File: src/rtl/conv_window_sequencer.sv
// conv_window_sequencer: raster-order step sequencer for the stochastic-computing
// convolution line buffer. It walks sc position (innermost), column and then row,
// flags full-window steps, and handshakes with the bitstream source and result sink.
module conv_window_sequencer #(
  parameter int INPUT_WIDTH   = 32,
  parameter int INPUT_HEIGHT  = 32,
  parameter int KERNEL_WIDTH  = 3,
  parameter int KERNEL_HEIGHT = 3,
  parameter int SC_LEN        = 256,
  localparam int COL_W = (INPUT_WIDTH  > 1) ? $clog2(INPUT_WIDTH)  : 1,
  localparam int ROW_W = (INPUT_HEIGHT > 1) ? $clog2(INPUT_HEIGHT) : 1,
  localparam int SC_W  = (SC_LEN       > 1) ? $clog2(SC_LEN)       : 1
) (
  input  logic             clock,
  input  logic             reset,
  input  logic             start,
  input  logic             in_valid,
  output logic             in_ready,
  output logic             out_valid,
  input  logic             out_ready,
  output logic [ROW_W-1:0] out_row,
  output logic [COL_W-1:0] out_col,
  output logic             buf_enable,
  output logic [COL_W-1:0] width_index,
  output logic [ROW_W-1:0] row_index,
  output logic [SC_W-1:0]  sc_count,
  output logic             busy,
  output logic             done
);

  localparam logic [1:0] IDLE = 2'd0;
  localparam logic [1:0] RUN  = 2'd1;
  localparam logic [1:0] DONE = 2'd2;

  localparam logic [COL_W-1:0] COL_LAST = COL_W'(INPUT_WIDTH - 1);
  localparam logic [ROW_W-1:0] ROW_LAST = ROW_W'(INPUT_HEIGHT - 1);
  localparam logic [SC_W-1:0]  SC_LAST  = SC_W'(SC_LEN - 1);
  localparam logic [COL_W-1:0] COL_OFF  = COL_W'(KERNEL_WIDTH - 1);
  localparam logic [ROW_W-1:0] ROW_OFF  = ROW_W'(KERNEL_HEIGHT - 1);

  logic [1:0] state;
  logic       run;
  logic       col_ok;
  logic       window_valid;
  logic       step;
  logic       sc_wrap;
  logic       col_wrap;
  logic       last_step;

  // Handshake and strobe decode from registered state plus in_valid/out_ready
  always_comb begin
    run          = (state == RUN);
    col_ok       = (width_index >= COL_OFF);
    window_valid = (row_index >= ROW_OFF) && col_ok;
    in_ready     = run && (out_ready || !window_valid);
    out_valid    = run && in_valid && window_valid;
    step         = run && in_valid && in_ready;
    buf_enable   = step && col_ok;
    sc_wrap      = (sc_count == SC_LAST);
    col_wrap     = (width_index == COL_LAST);
    last_step    = sc_wrap && col_wrap && (row_index == ROW_LAST);
    out_row      = run ? (row_index - ROW_OFF) : '0;
    out_col      = run ? (width_index - COL_OFF) : '0;
    busy         = run;
    done         = (state == DONE);
  end

  // Frame control: IDLE -> RUN on start, RUN -> DONE on the final step, DONE -> IDLE
  always_ff @(posedge clock) begin
    if (reset) begin
      state <= IDLE;
    end else begin
      case (state)
        IDLE:    if (start) state <= RUN;
        RUN:     if (step && last_step) state <= DONE;
        // a start arriving during the done pulse launches the next frame directly
        DONE:    state <= start ? RUN : IDLE;
        default: state <= IDLE;
      endcase
    end
  end

  // Raster counters: sc innermost, then column, then row; all wrap to 0 on the final step
  always_ff @(posedge clock) begin
    if (reset) begin
      sc_count    <= '0;
      width_index <= '0;
      row_index   <= '0;
    end else if (step) begin
      if (sc_wrap) begin
        sc_count <= '0;
        if (col_wrap) begin
          width_index <= '0;
          row_index   <= (row_index == ROW_LAST) ? '0 : row_index + 1'b1;
        end else begin
          width_index <= width_index + 1'b1;
        end
      end else begin
        sc_count <= sc_count + 1'b1;
      end
    end
  end

endmodule
File: config.mk
export PLATFORM = sky130hd
export DESIGN_NAME = conv_window_sequencer
export DESIGN_NICKNAME = d
export VERILOG_FILES = /design/src/rtl/conv_window_sequencer.sv
export SDC_FILE = /design/constraint.sdc
export NUM_CORES = 1
export LEC_CHECK = 0
export ABC_AREA = 1
export CAP_MARGIN = 20
export CORE_UTILIZATION = 48
export DETAILED_ROUTE_END_ITERATION = 8
export GPL_ROUTABILITY_DRIVEN = 0
export PLACE_DENSITY = 0.8
export SLEW_MARGIN = 20
export SYNTH_ARGS = -nofsm -noshare
export SYNTH_HDL_FRONTEND = slang
export SYNTH_SLANG_ARGS = --single-unit
File: constraint.sdc
create_clock -name clock -period 2.36 [get_ports clock]
set_clock_uncertainty 0.2 [all_clocks]
set_input_delay 0.59 -clock clock [delete_from_list [all_inputs] [get_ports clock]]
set_output_delay 0.59 -clock clock [all_outputs]
set_load 0.02 [all_outputs]
==> impl_metrics.env <==
export IMPL_outcome="finished, final reports clean"
export IMPL_antenna_found_initial=0
export IMPL_cts_hold_buf=0
export IMPL_cp_cell_sequence="clkdlybuf4s50_1 > inv_2 > nor2_8 > nand2_4 > a21oi_2 > buf_4"
export IMPL_crit_required_ps=1570
export IMPL_ys_types=31
export IMPL_synth_largest_area_cell="dfxtp_1"
export IMPL_vias_per_cell=5.03
export IMPL_clock_path_buffers=2
export IMPL_fin_crit_sh=0.993
export IMPL_cp_data_arrival_time_ps=1550
export IMPL_drive_gt1_frac=0.271
export IMPL_fin_area_mm2=0.00202
export IMPL_tightest_slew_ps=299
export IMPL_h_tree_depth=1
export IMPL_synth_edff_count=0
export IMPL_crit_family="buffers and inverters"
export IMPL_slowest_stage="clkdlybuf4s50_1"
export IMPL_hold_class="flop to flop"
export IMPL_slew_headroom=0.799
export IMPL_ys_flop_type="dfxtp_1"
export IMPL_fin_util=0.781
export IMPL_syn_area_mm2=0.00137
export IMPL_period_minus_slack_ps=2340
export IMPL_drtPass1Iterations=5
export IMPL_hold_depth=2
export IMPL_portBuffers=37
export IMPL_drv_slew=0
export IMPL_overflow=0
export IMPL_final_common_cell="nand2_1"
export IMPL_synth_nets=216
export IMPL_rows=18
export IMPL_slowest_delay_ps=480
export IMPL_routed_wirelength_mm=3.48
export IMPL_cts_clk_slew_worst_paths_ps=120
export IMPL_grt_total_usage=0.232
export IMPL_powerDensity_mw_per_mm2=376
export IMPL_worstHoldStart="sc_count[3]$_SDFFE_PP0N_"
export IMPL_hold_viol_final=0
export IMPL_start_util=0.528
export IMPL_peakVddDrop_uv=339
export IMPL_synth_async_reset_ratio=0
export IMPL_crit_type="primary input to output pin"
export IMPL_cts_buffers=3
export IMPL_clock_latency_ps=300
export IMPL_r2r_slack_ps=440
export IMPL_die_w_um=55.4
export IMPL_drcViolationCount=0
export IMPL_syn_avg_cell_area_um2=6.83
export IMPL_drt_iter0_drc=43
export IMPL_wl_per_cell_um=11.9
export IMPL_worst_setup_path_start_kind="primary input"
export IMPL_critPathMaxFanout=3
export IMPL_vias=1470
export IMPL_ios=38
export IMPL_area_growth_pct=48.1
export IMPL_critPathBufInv=3
export IMPL_min_to="sc_count[3]$_SDFFE_PP0N_"
export IMPL_grt_max_degree=13
export IMPL_setup_violations=0
export IMPL_regToRegEndpoint="width_index[4]$_SDFFE_PP0P_"
export IMPL_r2r_start="width_index[1]$_SDFFE_PP0P_"
export IMPL_r2r_cells=10
export IMPL_cts_tree="done"
export IMPL_rsz0062_at_grt="true"
export IMPL_grt_pass1_wl_mm=5.78
export IMPL_synth_area_top_cells="dfxtp_1 29%, nand2_1 12%, ha_1 10%, nor2_1 8.5%, a21oi_1 7.0%"
export IMPL_layout_common_cells="40 x nand2_1, 29 x nor2_1, 24 x buf_4"
export IMPL_num_antenna_cells=0
export IMPL_root_buffer="clkbuf_4"
export IMPL_cap_viol_max_count=0
export IMPL_clock_sinks=20
export IMPL_placed_area_mm2=0.00194
export IMPL_yosysTopAreaCellShare=0.293
export IMPL_dieArea_mm2=0.00306
export IMPL_yosysWarningCount=0
export IMPL_final_antenna_net_count=0
export IMPL_power_mw=0.761
export IMPL_synth_cells=200
export IMPL_nets=279
export IMPL_seq_area_frac_synth=0.293
export IMPL_fmax_ghz=0.427
export IMPL_core_area_mm2=0.00259
export IMPL_p_leak_nw=0.910
export IMPL_ys_ff_latch=20
export IMPL_cp_end_kind="output pin"
export IMPL_hpwl_mm=2.72
export IMPL_first_global_vias=1305
export IMPL_die_h_um=55.4
-- state kept, by name, indices dropped and copies added, names as in the netlist --
register     flops
width_index      5
row_index        5
state            2
sc_count         8
-- worst max-delay path by stage --
| stage | start | depth (start not counted) | slack, ps | endpoint |
|---|---|---|---|---|
| after CTS | width_index[1]$_SDFFE_PP0P_ | 9 | -40 | buf_enable |
| after global placement | in_valid | 5 | -460 | out_valid |
| after floorplan | width_index[1]$_SDFFE_PP0P_ | 4 | 90 | out_col[3] |
| after detailed placement | in_valid | 5 | -460 | out_valid |
| after global routing | row_index[1]$_SDFFE_PP0P_ | 9 | -70 | buf_enable |
| final | in_valid | 6 | 20 | buf_enable |
-- what timing repair did --
| action | 4_1_cts | 5_1_grt |
|---|---|---|
| setup endpoints to repair | 14 | 6 |
| pin swaps | 1 | 6 |
| gates resized for setup | 34 | 24 |
| setup buffers | 0 | 2 |
-- worst min-delay path: cells and delay by family (launching register included) --
family,cells,cell delay (ps)
AOI/OAI and AO/OA,1,60
DFF,1,370
and+or+nand+nor,1,80
-- routing by layer --
metal / routed length [µm] / part of all wire / global-route usage
met4: 15 / 0.0043 / 0.0429
met1: 1570 / 0.45 / 0.296
met3: 122 / 0.035 / 0.0281
met2: 1780 / 0.51 / 0.418
met5: 0 / 0 / 0
-- cells by family (layout without fill, tap and decap cells) --
| family | count (synthesis) | in the layout | share of synthesized area |
|---|---|---|---|
| flops | 20 | 20 | 0.293 |
| compound gates | 24 | 24 | 0.0879 |
| simple gates | 112 | 112 | 0.404 |
| fa+ha+maj | 11 | 11 | 0.101 |
| buf+inv | 28 | 90 | 0.0824 |
| xor+xnor | 5 | 5 | 0.0320 |
-- metrics by stage --
stage | setup slack (ps) | instances | TNS [ps] | hold WS, ps
final | 17.5 | 292 | 0 | 340
after global routing | -67.8 | 292 | -81.1 | 374
after CTS | -44.8 | 290 | -44.8 | 343
after detailed placement | -461 | 286 | -1380 | 325
after global placement | -463 | 286 | -1300 | 309
after floorplan | 94.7 | 200 | 0 | 317
-- final cells by class --
cell class | instances | area, µm²
multi-input combinational | 152 | 900
clock buffer | 3 | 22.5
timing repair buffer | 61 | 534
fill | 211 | 567
clock inverter | 1 | 30.0
tap | 30 | 37.5
sequential | 20 | 405
inverter | 25 | 93.8
-- cell usage after synthesis (2+ instances only) --
library cell / instances
inv_1: 21
ha_1: 11
a21oi_1: 19
inv_2: 4
nor2_2: 4
nand3b_1: 2
nor2_1: 31
or2_2: 3
o21ai_0: 4
nand2_1: 43
nor3_1: 4
nand3_1: 10
xor2_1: 5
dfxtp_1: 20
clkbuf_1: 2
nand4_1: 2
-- power by group --
group | switching, mW | internal [mW]
Combinational | 0.0783 | 0.0530
Sequential | 0.00449 | 0.342
Clock | 0.112 | 0.172
(Power assumes the default switching activity.)
